`src/rtl/mbist_march_ctrl.sv`:
```
// mbist_march_ctrl: march-test sequencer for a single-port synchronous SRAM.
// It walks the elements of the selected algorithm (MSCAN or March C), drives the
// pattern generator (DATA_EN / gen_Turn / PAT_SEL_O), and issues one SRAM access
// per cycle. Each read is compared one cycle later, and the first mismatch is
// captured in FAIL / FAIL_ADDR / FAIL_TURN.
// Optional feature: define MBIST_STOP_ON_FAIL_EN to abort to DONE on the first
// mismatch. Without it, the full sequence always runs.
// Handshake: START is a single-cycle request. It is honoured only in IDLE or
// DONE and ignored while BUSY. DONE is a level that holds until the next START.
module mbist_march_ctrl #(
   parameter int ADDR_W = 4,
   parameter int DATA_W = 8
) (
   input  logic              CLK,
   input  logic              RESET,
   input  logic              START,
   input  logic [2:0]        PAT_SEL,
   input  logic [DATA_W-1:0] GEN_DATA,
   output logic              DATA_EN,
   output logic [3:0]        gen_Turn,
   output logic [2:0]        PAT_SEL_O,
   output logic              SRAM_CS,
   output logic              SRAM_WE,
   output logic [ADDR_W-1:0] SRAM_ADDR,
   output logic [DATA_W-1:0] SRAM_WDATA,
   input  logic [DATA_W-1:0] SRAM_RDATA,
   output logic              BUSY,
   output logic              DONE,
   output logic              FAIL,
   output logic [ADDR_W-1:0] FAIL_ADDR,
   output logic [3:0]        FAIL_TURN
);

   localparam logic [2:0]        PAT_MSCAN   = 3'd0;
   localparam logic [2:0]        PAT_MARCH_C = 3'd2;
   localparam logic [ADDR_W-1:0] ADDR_MAX    = '1;
   localparam logic [ADDR_W-1:0] ADDR_ONE    = ADDR_W'(1);

   typedef enum logic [2:0] {
      S_IDLE, S_PREP, S_SETTLE, S_ACC, S_DRAIN, S_DONE
   } state_t;

   state_t              state_q, state_d;
   logic [3:0]          turn_q;
   logic [2:0]          pat_q;
   logic [ADDR_W-1:0]   addr_q;
   logic                op_q;        // 0 = first op of the address, 1 = second
   logic [DATA_W-1:0]   exp_q;       // value the current element's reads expect
   logic                pend_q;      // a read was issued last cycle
   logic [DATA_W-1:0]   pend_exp_q;
   logic [ADDR_W-1:0]   pend_addr_q;
   logic [3:0]          pend_turn_q;
   logic                fail_q;
   logic [ADDR_W-1:0]   fail_addr_q;
   logic [3:0]          fail_turn_q;

   logic el_two_ops, el_first_rd, el_down, el_last;
   logic op_is_wr, op_last, el_has_wr, addr_end, elem_end;
   logic pat_ok, mismatch, fail_set, busy_st;

   // Element decode: shape of the current element for the latched algorithm.
   always_comb begin
      el_two_ops  = 1'b0;
      el_first_rd = 1'b0;
      el_down     = 1'b0;
      el_last     = 1'b0;
      if (pat_q == PAT_MARCH_C) begin
         el_two_ops  = (turn_q >= 4'd2) && (turn_q <= 4'd5);
         el_first_rd = (turn_q >= 4'd2);
         el_down     = (turn_q >= 4'd4);
         el_last     = (turn_q == 4'd6);
      end else begin
         // MSCAN: odd elements write, even elements read, all ascending
         el_first_rd = ~turn_q[0];
         el_last     = (turn_q == 4'd4);
      end
   end

   assign op_is_wr  = el_two_ops ? op_q : ~el_first_rd;
   assign op_last   = el_two_ops ? op_q : 1'b1;
   assign el_has_wr = el_two_ops | ~el_first_rd;
   assign addr_end  = el_down ? (addr_q == '0) : (addr_q == ADDR_MAX);
   assign elem_end  = (state_q == S_ACC) && op_last && addr_end;
   assign pat_ok    = (PAT_SEL == PAT_MSCAN) || (PAT_SEL == PAT_MARCH_C);
   assign mismatch  = pend_q && (SRAM_RDATA != pend_exp_q);
   assign fail_set  = mismatch && !fail_q;
   assign busy_st   = (state_q == S_PREP) || (state_q == S_SETTLE) ||
                      (state_q == S_ACC)  || (state_q == S_DRAIN);

   // Next-state logic and state-decoded outputs.
   always_comb begin
      state_d = state_q;
      DATA_EN = (state_q == S_PREP);
      SRAM_CS = (state_q == S_ACC);
      SRAM_WE = (state_q == S_ACC) && op_is_wr;
      BUSY    = busy_st;
      DONE    = (state_q == S_DONE);
      case (state_q)
         S_IDLE, S_DONE: if (START) state_d = pat_ok ? S_PREP : S_DONE;
         S_PREP:         state_d = S_SETTLE;
         S_SETTLE:       state_d = S_ACC;
         S_ACC:          if (elem_end) state_d = el_last ? S_DRAIN : S_PREP;
         S_DRAIN:        state_d = S_DONE;
         default:        state_d = S_IDLE;
      endcase
`ifdef MBIST_STOP_ON_FAIL_EN
      if (fail_set && busy_st) state_d = S_DONE;
`endif
   end

   // State register plus the address/element counters, expected data and fail capture.
   always_ff @(posedge CLK) begin
      if (RESET) begin
         state_q     <= S_IDLE;
         turn_q      <= 4'd0;
         pat_q       <= 3'd0;
         addr_q      <= '0;
         op_q        <= 1'b0;
         exp_q       <= '0;
         pend_q      <= 1'b0;
         pend_exp_q  <= '0;
         pend_addr_q <= '0;
         pend_turn_q <= 4'd0;
         fail_q      <= 1'b0;
         fail_addr_q <= '0;
         fail_turn_q <= 4'd0;
      end else begin
         state_q <= state_d;

         // The compare of last cycle's read; only the first mismatch is kept.
         if (fail_set) begin
            fail_q      <= 1'b1;
            fail_addr_q <= pend_addr_q;
            fail_turn_q <= pend_turn_q;
         end

         // Register a pending compare for every read that is actually issued.
         pend_q      <= (state_q == S_ACC) && !op_is_wr && (state_d != S_DONE);
         pend_exp_q  <= exp_q;
         pend_addr_q <= addr_q;
         pend_turn_q <= turn_q;

         case (state_q)
            S_IDLE, S_DONE: begin
               if (START) begin
                  fail_addr_q <= '0;
                  fail_turn_q <= 4'd0;
                  if (pat_ok) begin
                     pat_q  <= PAT_SEL;
                     turn_q <= 4'd1;
                     fail_q <= 1'b0;
                  end else begin
                     fail_q <= 1'b1;
                  end
               end
            end
            S_SETTLE: begin
               addr_q <= el_down ? ADDR_MAX : '0;
               op_q   <= 1'b0;
            end
            S_ACC: begin
               if (op_last) begin
                  op_q <= 1'b0;
                  // hold the address at the last one of the element: never wrap
                  if (!addr_end) addr_q <= el_down ? addr_q - ADDR_ONE : addr_q + ADDR_ONE;
               end else begin
                  op_q <= 1'b1;
               end
               if (elem_end) begin
                  if (el_has_wr) exp_q <= GEN_DATA;
                  if (!el_last) turn_q <= turn_q + 4'd1;
               end
            end
            default: ;
         endcase
      end
   end

   assign gen_Turn   = turn_q;
   assign PAT_SEL_O  = pat_q;
   assign SRAM_ADDR  = addr_q;
   assign SRAM_WDATA = GEN_DATA;
   assign FAIL       = fail_q;
   assign FAIL_ADDR  = fail_addr_q;
   assign FAIL_TURN  = fail_turn_q;

endmodule

```
`config.mk`:
```
export PLATFORM = sky130hd
export DESIGN_NAME = mbist_march_ctrl
export DESIGN_NICKNAME = d
export VERILOG_FILES = /design/src/rtl/mbist_march_ctrl.sv
export SDC_FILE = /design/constraint.sdc
export NUM_CORES = 1
export LEC_CHECK = 0
export CAP_MARGIN = 25
export CORE_MARGIN = 2
export CORE_UTILIZATION = 53
export CTS_CLUSTER_SIZE = 12
export DETAILED_ROUTE_END_ITERATION = 16
export HOLD_SLACK_MARGIN = 0.15
export PLACE_DENSITY = 0.85
export REMOVE_ABC_BUFFERS = 1
export SLEW_MARGIN = 15
export SYNTH_ARGS = -nofsm -noshare
export SYNTH_HDL_FRONTEND = slang
export SYNTH_SLANG_ARGS = --single-unit
```
`constraint.sdc`:
```
create_clock -name CLK -period 5.6 [get_ports CLK]
set_input_delay 1.12 -clock CLK [delete_from_list [all_inputs] [get_ports CLK]]
set_output_delay 1.12 -clock CLK [all_outputs]
set_load 0.05 [all_outputs]
```
# --- Word level (Yosys, flattened, before mapping) ---
# Index checks and enable logic that the tools add are counted.
classes:
  add_sub_neg: 3
  magnitude_cmp: 3
  n_eq_ne: 18
  n_mux: 34
  bitwise_logic: 3
  reduce_logical: 24
ops:
  columns: ["op", "n"]
  rows:
  - ["$mux W4", 14]
  - ["$pmux W4 S2", 2]
  - ["$pmux W3 S5", 1]
  - ["$eq A3 B2 Y1 const B", 4]
  - ["$mux W1", 12]
  - ["$mux W3", 4]
  - ["$reduce_and A3 Y1", 3]
  - ["$add A4 B1 Y4 const B", 2]
  - ["$eq A4 B3 Y1 const B", 2]
  - ["$logic_and A1 B1 Y1", 8]
  - ["$ne A2 B2 Y1 const B", 4]
  - ["$ne A8 B8 Y1", 1]
  - ["$eq A3 B3 Y1 const B", 2]
  - ["$logic_not A3 Y1", 2]
  - ["$reduce_and A5 Y1", 1]
  - ["$eq A4 B4 Y1 const B", 1]
  - ["$ge A4 B2 Y1 const B", 1]
  - ["$ge A4 B3 Y1 const B", 1]
  - ["$le A4 B3 Y1 const B", 1]
  - ["$logic_not A4 Y1", 1]
  - ["$logic_or A1 B1 Y1", 4]
  - ["$ne A2 B1 Y1 const B", 2]
  - ["$reduce_bool A2 Y1", 2]
  - ["$sub A4 B1 Y4 const B", 1]
  - ["other kinds (7)", 9]
totals:
  register_bits: 49
  wordCells: 98

# --- Longest topological paths before layout ---
# Gate-level depths: netlist of the first run.
depth:
  ltp_word: 10
  mapped_depth: 9

# --- Worst setup path before layout of the first run ---
# OpenSTA, ideal clock, no wires.
synth_path:
  path_type: "register to output"
  startpoint: "register pat_q[1] (netlist: PAT_SEL_O[1])"
  endpoint: "output port SRAM_WE"
  t_arrival_ns: 2.075
  slack_ns: 2.405
  path_stages_with_launch: 4
  path_buffers: 0
  cell_sequence: "dfxtp_1 or3b_4 o31a_1 nor2_1"
synth_via:
  elab_chain_cells: 5
  word_cells_on_any_way: 6
  classes_between: "1 x eq/ne; 3 x mux; 1 x bitwise; 1 x reduce/logical"
synth_rtl:
  columns: ["item", "line_no", "text"]
  rows:
  - ["from (decl)", "45", "logic [2:0] pat_q;"]
  - ["from (signal assigned)", "116", "pat_q <= 3'd0;"]
  - ["from (signal assigned)", "149", "pat_q <= PAT_SEL;"]
  - ["$eq A3 B2 Y1 (*)", "67", "if (pat_q == PAT_MARCH_C) begin"]
  - ["$mux W1", "67", null]
  - ["$not A1 Y1", "79", "assign op_is_wr = el_two_ops ? op_q : ~el_first_rd;"]
  - ["$mux W1 (*)", "79", null]
  - ["$logic_and A1 B1 Y1 (*)", "95", "SRAM_WE = (state_q == S_ACC) && op_is_wr;"]
  - ["to (decl)", "23", "output logic SRAM_WE,"]
# Every way passes the cells marked *; elsewhere a longest branch is shown, timed or not.

# --- Worst setup path in the final report of the first run ---
layout_path:
  startpoint: "register turn_q[0] (netlist: gen_Turn[0])"
  endpoint: "output port SRAM_WE"
layout_via:
  elab_chain_cells: 5
  word_cells_on_any_way: 9
  classes_between: "2 x order compare; 3 x mux; 2 x bitwise; 2 x reduce/logical"
layout_rtl:
  columns: ["item", "line_no", "text"]
  rows:
  - ["from (decl)", "44", "logic [3:0] turn_q;"]
  - ["from (signal assigned)", "171", "if (!el_last) turn_q <= turn_q + 4'd1;"]
  - ["$ge A4 B2 Y1 (tied with other cells)", "68, 69", null]
  - ["$logic_and A1 B1 Y1 or $mux W1 (tied branches)", "68, 67", null]
  - ["$mux W1 or $not A1 Y1 (tied branches)", "67, 79", null]
  - ["$mux W1 (*)", "79", null]
  - ["$logic_and A1 B1 Y1 (*)", "95", null]
# Marks and branches as above.

==> reports/results.tsv, run 1 <==
metric	value	unit
EDFF count, synth	0	
Sw Ratio	28.5	%
ys async rst share	0	%
via count	1740	
# nets final	313	
r2r worst-path depth	9	
most common cell after layout, fill and taps aside	clkdlybuf4s50_1	
post-route ant nets	0	
worst vdd ir	0.000194	V
Tightest Pin Transition	0.543	ns
PD cells	276	nW/µm²
Final Max Slew Viols	0	
CTS H-tree lvls	2	
post-route minimum period	3.78	ns
wire per inst	13.0	µm
TritonCTS clock tree	yes	
global route overflow	0	
clock root buffer	clkbuf_8	
Clock Sinks	49	
register area share after synthesis	43.2	%
RSZ-0062 raised after global routing	false	
area of placed instances	2780	µm²
run status	complete, no violations	
fin area	2900	µm²
CP bufs+invs	2	
Flop pwr share	46.9	%
share of layout cells above drive strength 1	10.9	%
post-CTS sizing	0	
Leak	1.19	nW
Die Area	4820	µm²
Ys Warns	0	
Psw	0.228	mW
Die X	69.4	µm
CTS Hold Bufs	0	
R2R setup slack	2.86	ns
initial antenna violation count	0	
Gate power share	20.8	%
Yosys cell types	50	
Filler cells	316	
vias in the first global route	1593	
CP Data Required Time	4.48	ns
clock slew at reported path FFs	0.08	ns
Tightest Hold Check Type	flip-flop to flip-flop	
GRT Total Usage	18.8	%
IO Port Bufs	54	
Reg2Reg Launch Point	PAT_SEL_O[1]$_SDFFE_PP0P_	
post-CTS setup buffer count	0	
Clock Latency Late Sink	0.30	ns
Worst path slowest cell	clkdlybuf4s50_1	
P&R area growth vs syn	27.7	%
fin util	71.4	%
Clock Skew	0.00687	ns
Setup TNS	0	ns
Worst Path Arrival	2.66	ns
Mapped Cells	238	
largest net degree at the start of global routing	39	
# rows	23	
internal power	0.571	mW
critical path class	flip-flop to output port	
CP delay by family, top	buffers and inverters	
Clk pwr share	32.2	%
Tcrit/Tclk final	67.6	%
worst path cell trace	inv_1 -> ha_1 -> or3b_1 -> a21oi_1 -> o31a_1 -> nor2_1 -> clkdlybuf4s50_1	
placed cell count	327	
initial core utilization	55.9	%
fmax	264	MHz
hold_sp	exp_q[7]$_SDFFE_PP0P_	
Slew HR	63.7	%
Synth Cell Area	2270	µm²
synthesized area per cell	9.54	µm²
IO Pins	55	
top_reg_cell synth	dfxtp_1	
Worst setup EP type	output port	
first-pass detailed-route iteration total	4	
Cell Count, Final, Fillers Out	335	
Num CTS Buffers	5	
Core Region	4060	µm²
Hold Path Stages	1	
RePlAce Congestion	0.844	
CP startpoint kind	flip-flop	
critical path peak fanout	9	
most frequent cells in the layout	54 x clkdlybuf4s50_1, 49 x dfxtp_1, 22 x nor2_1	
Clock Tree Buf Depth	2	
Worst Hold End	pend_exp_q[7]$_SDFF_PP0_	
Largest stage delay, worst path	0.71	ns
Post-DP HPWL	3240	µm
die height	69.4	µm
RR Endpoint	SRAM_ADDR[3]$_SDFFE_PP0P_	
Yosys reg bits	49	
DRC errors left	0	
via density per instance	5.19	
final setup fails	0	
DRT iter0 DRCs	65	
max cap viols	0	
Antenna Cells	0	
first-pass GRT wire length	7350	µm
Routed WL	4370	µm
Fin. Hold Viols	0	
## logic make-up after synthesis
logic type	Yosys count	synth area share, %
simple gates	88	21.9
flops	49	43.2
compound gates	37	10.9
buf+inv	26	6.17
mux	20	9.43
xor+xnor	11	4.25
fa+ha+maj	7	4.19
## cells in the mapped netlist (2+ instances only)
library cell	count	area (µm²)
buf_4	11	82.6
nand2_1	11	41.3
xor2_1	8	70.1
or2_2	2	12.5
dfxtp_1	49	981
o21ai_0	5	25.0
and3_1	2	12.5
nor3_1	6	30.0
nor2b_1	19	119
mux2i_1	9	90.1
xnor2_1	3	26.3
mux2_2	11	124
inv_1	10	37.5
a311oi_1	2	17.5
nor2_1	22	82.6
clkbuf_1	3	11.3
o31a_1	2	17.5
ha_1	6	75.1
a31oi_1	4	25.0
and2_1	5	31.3
a21o_2	2	17.5
a21oi_1	11	55.1
nor4_1	2	12.5
nand3_1	5	25.0
o21a_1	2	15.0
a21o_1	2	15.0
## power by group through the flow
| stage | Combinational [mW] | Sequential (mW) | Clock, mW |
|---|---|---|---|
| 2_1_floorplan | 0.0804 | 0.396 | 0 |
| 3_3_place_gp | 0.164 | 0.383 | 0 |
| 3_5_place_dp | 0.166 | 0.383 | 0 |
| 4_1_cts | 0.167 | 0.375 | 0.264 |
| 5_1_grt | 0.177 | 0.377 | 0.278 |
| 6_report | 0.166 | 0.375 | 0.258 |
## metal layers
| metal | track usage [%] | up-vias | share of wire [%] |
|---|---|---|---|
| li1 | - | 900 | - |
| met1 | 24.4 | 794 | 47 |
| met2 | 30.6 | 40 | 47 |
| met3 | 4.51 | 6 | 5.1 |
| met4 | 6.32 | 0 | 1.3 |
| met5 | 0 | - | 0 |
## worst reg2reg max path: stages, from the launching register on
cell     delay (ns)
dfxtp_1        0.36
nor3b_1        0.48
nand2_1        0.32
inv_1          0.17
ha_1           0.24
a21o_2         0.21
a21oi_1        0.22
mux2_2         0.36
o21ai_0        0.16
a22o_1         0.17
## worst max-delay path by stage
stage	startpoint	end	slack [ns]	depth (start not counted)
after floorplan	PAT_SEL_O[1]$_SDFFE_PP0P_	SRAM_WE	2.41	3
after global placement	GEN_DATA[0]	SRAM_WDATA[0]	2.09	2
after detailed placement	GEN_DATA[6]	SRAM_WDATA[6]	2.06	2
after CTS	gen_Turn[0]$_SDFFE_PP0P_	SRAM_WE	1.80	7
after global routing	gen_Turn[0]$_SDFFE_PP0P_	SRAM_WE	1.63	7
final	gen_Turn[0]$_SDFFE_PP0P_	SRAM_WE	1.82	7
## area by class of cell
| type | count | area, µm² | area share, % |
|---|---|---|---|
| well taps | 50 | 62.6 | 2.16 |
| flip-flops and latches | 49 | 981 | 33.9 |
| inverters | 10 | 37.5 | 1.30 |
| multi-input cells | 163 | 1150 | 39.6 |
| clock buffers | 6 | 82.6 | 2.85 |
| clock inverters | 2 | 37.5 | 1.30 |
| repair buffers | 55 | 548 | 18.9 |
## flip-flops by register name, indices dropped and copies added, names as in the netlist, 3 cells and up
| signal | cells |
|---|---|
| SRAM_ADDR | 4 |
| pend_addr_q | 4 |
| gen_Turn | 4 |
| PAT_SEL_O | 3 |
| pend_turn_q | 4 |
| FAIL_ADDR | 4 |
| state_q | 3 |
| FAIL_TURN | 4 |
| pend_exp_q | 8 |
| exp_q | 8 |
## stage by stage
stage	worst slack [ns]	hold WS (ns)	total power, mW
final	1.82	0.467	0.799
after global routing	1.63	0.483	0.833
after CTS	1.80	0.467	0.806
after detailed placement	2.06	0.453	0.549
after global placement	2.09	0.441	0.547
after floorplan	2.41	0.437	0.476
Note: power is estimated with default switching activity, not from simulation.
==> run 2: changes to the inputs <==
--- a/config.mk
+++ b/config.mk
@@ -7,11 +7,11 @@
 export LEC_CHECK = 0
 export CAP_MARGIN = 25
 export CORE_MARGIN = 2
-export CORE_UTILIZATION = 53
+export CORE_UTILIZATION = 49
 export CTS_CLUSTER_SIZE = 12
 export DETAILED_ROUTE_END_ITERATION = 16
 export HOLD_SLACK_MARGIN = 0.15
-export PLACE_DENSITY = 0.85
+export PLACE_DENSITY = 0.79
 export REMOVE_ABC_BUFFERS = 1
 export SLEW_MARGIN = 15
 export SYNTH_ARGS = -nofsm -noshare
==> constraint.sdc (replaced) <==
create_clock -name CLK -period 3.8 [get_ports CLK]
set_input_delay 0.76 -clock CLK [delete_from_list [all_inputs] [get_ports CLK]]
set_output_delay 0.76 -clock CLK [all_outputs]
set_load 0.05 [all_outputs]
==> reports/results.tsv, run 2 (synthesized netlist as in run 1, its figures left out) <==
metric	value	unit
Final Max Slew Viols	0	
worst vdd ir	0.000321	V
routing usage on met1	24.4	%
max cap viols	0	
DRC errors left	0	
via density per instance	5.34	
initial core utilization	51.4	%
first-pass detailed-route iteration total	4	
post-CTS setup buffer count	0	
RePlAce Congestion	0.868	
CP Depth	7	
PD cells	404	nW/µm²
Clock Tree Buf Depth	2	
most frequent cells in the layout	54 x clkdlybuf4s50_1, 49 x dfxtp_1, 22 x nor2_1	
GRT busiest layer	met2	
M2 GR Usage	30.2	%
Gate power share	21.0	%
wire per inst	13.2	µm
post-CTS sizing	0	
Worst path slowest cell	clkdlybuf4s50_1	
die height	72.1	µm
Post-DP HPWL	3320	µm
Fin. Hold Viols	0	
CTS Hold Bufs	0	
CP delay by family, top	buffers and inverters	
clock root buffer	clkbuf_8	
run status	complete, no violations	
Top Registers	exp_q (8), pend_exp_q (8)	
clock slew at reported path FFs	0.09	ns
CTS H-tree lvls	2	
initial antenna violation count	0	
Die Area	5190	µm²
Core Region	4410	µm²
post-route ant nets	0	
post-route minimum period	3.35	ns
met3 Use GR	4.03	%
critical path peak fanout	9	
P&R area growth vs syn	28.3	%
Routed WL	4460	µm
Die X	72.1	µm
Num CTS Buffers	5	
GRT Total Usage	18.6	%
IO Port Bufs	54	
first-pass GRT wire length	7820	µm
Slew HR	59.7	%
internal power	0.844	mW
CP Data Required Time	3.04	ns
TritonCTS clock tree	yes	
Sw Ratio	28.2	%
share of layout cells above drive strength 1	11.1	%
via count	1809	
crit path capture	SRAM_WE	
final setup fails	0	
CP startpoint kind	flip-flop	
most common cell after layout, fill and taps aside	clkdlybuf4s50_1	
RSZ-0062 raised after global routing	false	
Flop pwr share	46.9	%
# rows	24	
Tightest Hold Check Type	flip-flop to flip-flop	
worst path cell trace	inv_1 -> ha_1 -> or3b_1 -> a21oi_1 -> o31a_1 -> nor2_1 -> clkdlybuf4s50_1	
Clk pwr share	32.1	%
vias in the first global route	1785	
R2R setup slack	1.30	ns
global route overflow	0	
Critical Path Source	gen_Turn[0]$_SDFFE_PP0P_	
fmax	298	MHz
Antenna Cells	0	
Tightest Pin Transition	0.603	ns
Worst setup EP type	output port	
IO Pins	55	
Filler cells	360	
Leak	1.20	nW
largest net degree at the start of global routing	16	
# nets final	315	
Largest stage delay, worst path	0.72	ns
Clock Skew	0.00742	ns
DRT iter0 DRCs	89	
CP bufs+invs	2	
r2r worst-path depth	9	
Tot Pwr	1.18	mW
critical path class	flip-flop to output port	
Worst Path Arrival	2.59	ns
Setup TNS	0	ns
Tcrit/Tclk final	88.3	%
RR Endpoint	SRAM_ADDR[3]$_SDFFE_PP0P_	
Clock Sinks	49	
Clock Latency Late Sink	0.30	ns
Reg2Reg Launch Point	gen_Turn[3]$_SDFFE_PP0P_	
Psw	0.332	mW
==> run 2: cell count changes in the layout (fill, tap and decap cells not counted) <==
cell | before | now
clkbuf_1 | 0 | 1
clkinvlp_4 | 1 | 0
buf_4 | 1 | 3
==> run 2: final cells by class <==
cell class	instances	area, µm²	share of cell area [%]
Sequential cell	49	981	33.7
Timing Repair Buffer	57	563	19.3
Multi-Input combinational cell	163	1150	39.4
Clock buffer	7	86.3	2.97
Tap cell	52	65.1	2.23
Inverter	10	37.5	1.29
Clock inverter	1	30.0	1.03
==> run 2: worst min path at each step <==
stage	slack, ns	depth (start not counted)	startpoint	to
finish	0.46	2	pend_turn_q[1]$_SDFF_PP0_	FAIL_TURN[1]$_SDFF_PP0_
global route	0.47	1	exp_q[0]$_SDFFE_PP0P_	pend_exp_q[0]$_SDFF_PP0_
CTS	0.47	1	exp_q[7]$_SDFFE_PP0P_	pend_exp_q[7]$_SDFF_PP0_
detailed placement	0.45	2	pend_turn_q[1]$_SDFF_PP0_	FAIL_TURN[1]$_SDFF_PP0_
global placement	0.44	2	pend_turn_q[3]$_SDFF_PP0_	FAIL_TURN[3]$_SDFF_PP0_
floorplan	0.44	2	pend_addr_q[0]$_SDFF_PP0_	FAIL_ADDR[0]$_SDFF_PP0_
==> run 2: layer usage <==
layer	part of all wire (%)	vias up
li1	-	908
met1	43	834
met2	48	57
met3	6.8	10
met4	1.9	0
met5	0	-
==> run 2: per-stage QoR <==
step                      setup slack (ns)  hold slack, ns  util (%)  instance area [µm²]  cells
final                                0.446           0.461      66.0                 2910    339
after global routing                 0.235           0.473      66.0                 2910    339
after CTS                            0.438           0.466      66.0                 2910    339
after detailed placement             0.776           0.450      63.3                 2800    331
after global placement               0.818           0.442      63.3                 2800    331
after floorplan                      0.965           0.437         -                 2170    222
==> run 2: tightest hold or removal path, stage by stage (launching register included) <==
cell and delay, ns:
dfxtp_1 0.31, mux2i_1 0.05, nor2_1 0.07
==> run 2: power groups by stage <==
stage | combinational [mW] | clock (mW) | sequential (mW)
floorplan | 0.118 | 0 | 0.583
global placement | 0.244 | 0 | 0.564
detailed placement | 0.246 | 0 | 0.565
CTS | 0.248 | 0.383 | 0.552
global route | 0.265 | 0.402 | 0.556
finish | 0.246 | 0.378 | 0.552
==> run 3: changes to the inputs <==
--- a/config.mk
+++ b/config.mk
@@ -7,11 +7,12 @@
 export LEC_CHECK = 0
 export CAP_MARGIN = 25
 export CORE_MARGIN = 2
-export CORE_UTILIZATION = 49
+export CORE_UTILIZATION = 51
+export CTS_BUF_LIST = sky130_fd_sc_hd__clkbuf_8
 export CTS_CLUSTER_SIZE = 12
 export DETAILED_ROUTE_END_ITERATION = 16
 export HOLD_SLACK_MARGIN = 0.15
-export PLACE_DENSITY = 0.79
+export PLACE_DENSITY = 0.82
 export REMOVE_ABC_BUFFERS = 1
 export SLEW_MARGIN = 15
 export SYNTH_ARGS = -nofsm -noshare
==> reports/results.tsv, run 3 (synthesized netlist as in run 1, its figures left out) <==
metric	value	unit
CP bufs+invs	2	
Tcrit/Tclk final	88.3	%
max cap viols	0	
CTS Hold Bufs	0	
hold_sp	exp_q[6]$_SDFFE_PP0P_	
DRT iter0 DRCs	67	
Reg2Reg Launch Point	gen_Turn[3]$_SDFFE_PP0P_	
PD cells	374	nW/µm²
Worst Hold End	pend_exp_q[6]$_SDFF_PP0_	
CTS H-tree lvls	2	
Tightest Hold Check Type	flip-flop to flip-flop	
Final Max Slew Viols	0	
Worst Path Arrival	2.59	ns
critical path class	flip-flop to output port	
Clock Sinks	49	
CP delay by family, top	buffers and inverters	
RR Endpoint	SRAM_ADDR[3]$_SDFFE_PP0P_	
Filler cells	365	
post-CTS setup buffer count	0	
area of placed instances	2800	µm²
CP Data Required Time	3.04	ns
worst vdd ir	0.000340	V
Clock Latency Late Sink	0.30	ns
clock root buffer	clkbuf_8	
Worst setup EP type	output port	
internal power	0.751	mW
Largest stage delay, worst path	0.71	ns
Hold Path Stages	1	
Leak	1.18	nW
Top Registers	exp_q (8), pend_exp_q (8)	
Tot Pwr	1.07	mW
run status	complete, no violations	
most common cell after layout, fill and taps aside	clkdlybuf4s50_1	
die height	70.7	µm
post-route ant nets	0	
first-pass detailed-route iteration total	4	
Clk pwr share	25.6	%
via density per instance	5.21	
post-CTS sizing	0	
multi-input logic area	1150	µm²
clock slew at reported path FFs	0.08	ns
# rows	24	
IO Pins	55	
vias in the first global route	1628	
RePlAce Congestion	0.860	
post-route minimum period	3.35	ns
most frequent cells in the layout	54 x clkdlybuf4s50_1, 49 x dfxtp_1, 22 x nor2_1	
final setup margin	0.445	ns
initial antenna violation count	0	
Clock Skew	0.00540	ns
pre-CTS setup slack	0.771	ns
P&R area growth vs syn	26.4	%
via count	1757	
final setup fails	0	
Antenna Cells	0	
# nets final	315	
Setup TNS	0	ns
Flop pwr share	51.4	%
CP startpoint kind	flip-flop	
Clock Tree Buf Depth	2	
Die X	70.7	µm
TritonCTS clock tree	yes	
worst path cell trace	inv_1 -> ha_1 -> or3b_1 -> a21oi_1 -> o31a_1 -> nor2_1 -> clkdlybuf4s50_1	
Slew HR	64.2	%
global route overflow	0	
first-pass GRT wire length	7520	µm
IO Port Bufs	54	
R2R setup slack	1.35	ns
Post-DP HPWL	3390	µm
Die Area	5000	µm²
critical path peak fanout	9	
r2r worst-path depth	9	
fin area	2870	µm²
wire per inst	13.3	µm
Psw	0.324	mW
fin util	66.3	%
Gate power share	23.0	%
Core Region	4320	µm²
Sw Ratio	30.1	%
Num CTS Buffers	5	
GRT Total Usage	18.8	%
DRC errors left	0	
Tightest Pin Transition	0.537	ns
total area of sequential cells	981	µm²
Routed WL	4490	µm
largest net degree at the start of global routing	15	
RSZ-0062 raised after global routing	false	
Worst path slowest cell	clkdlybuf4s50_1	
share of layout cells above drive strength 1	10.9	%
initial core utilization	52.5	%
fmax	298	MHz
Fin. Hold Viols	0	
-- run 3: changes by cell type in the layout (fill, tap and decap cells not counted), sizes merged --
cell,delta
clkinv,+1
bufinv,-1
clkbuf,-2
-- run 3: cell type report --
type	instances	share of cell area (%)
clock buffers	5	2.40
clock inverters	1	0.174
inverters	10	1.31
multi-input cells	163	40.0
flip-flops and latches	49	34.2
well taps	52	2.27
repair buffers	57	19.6
-- run 3: how the worst max path moves through the flow --
stage / startpoint / end / slack, ns / depth (start not counted)
6_report: gen_Turn[0]$_SDFFE_PP0P_ / SRAM_WE / 0.45 / 7
5_1_grt: gen_Turn[0]$_SDFFE_PP0P_ / SRAM_WE / 0.26 / 7
4_1_cts: gen_Turn[0]$_SDFFE_PP0P_ / SRAM_WE / 0.43 / 7
3_5_place_dp: gen_Turn[0]$_SDFFE_PP0P_ / SRAM_WE / 0.77 / 7
3_3_place_gp: gen_Turn[0]$_SDFFE_PP0P_ / SRAM_WE / 0.82 / 7
2_1_floorplan: PAT_SEL_O[1]$_SDFFE_PP0P_ / SRAM_WE / 0.97 / 3
-- run 3: metrics by stage --
stage,instances,hold slack (ns)
6_report,337,0.464
5_1_grt,337,0.485
4_1_cts,337,0.467
3_5_place_dp,331,0.453
3_3_place_gp,331,0.440
2_1_floorplan,222,0.437
-- run 3: power by group through the flow --
stage	clock (mW)	combinational (mW)	sequential, mW
floorplan	0	0.118	0.583
global placement	0	0.244	0.564
detailed placement	0	0.246	0.565
CTS	0.282	0.248	0.552
global route	0.301	0.262	0.556
finish	0.275	0.247	0.553
-- run 3: per-layer routing --
metal	routed length [µm]	up-vias	GRT usage, %
li1	-	906	-
met1	2110	808	24.5
met2	2140	37	31.0
met3	170	6	3.85
met4	71	0	6.92
met5	0	-	0
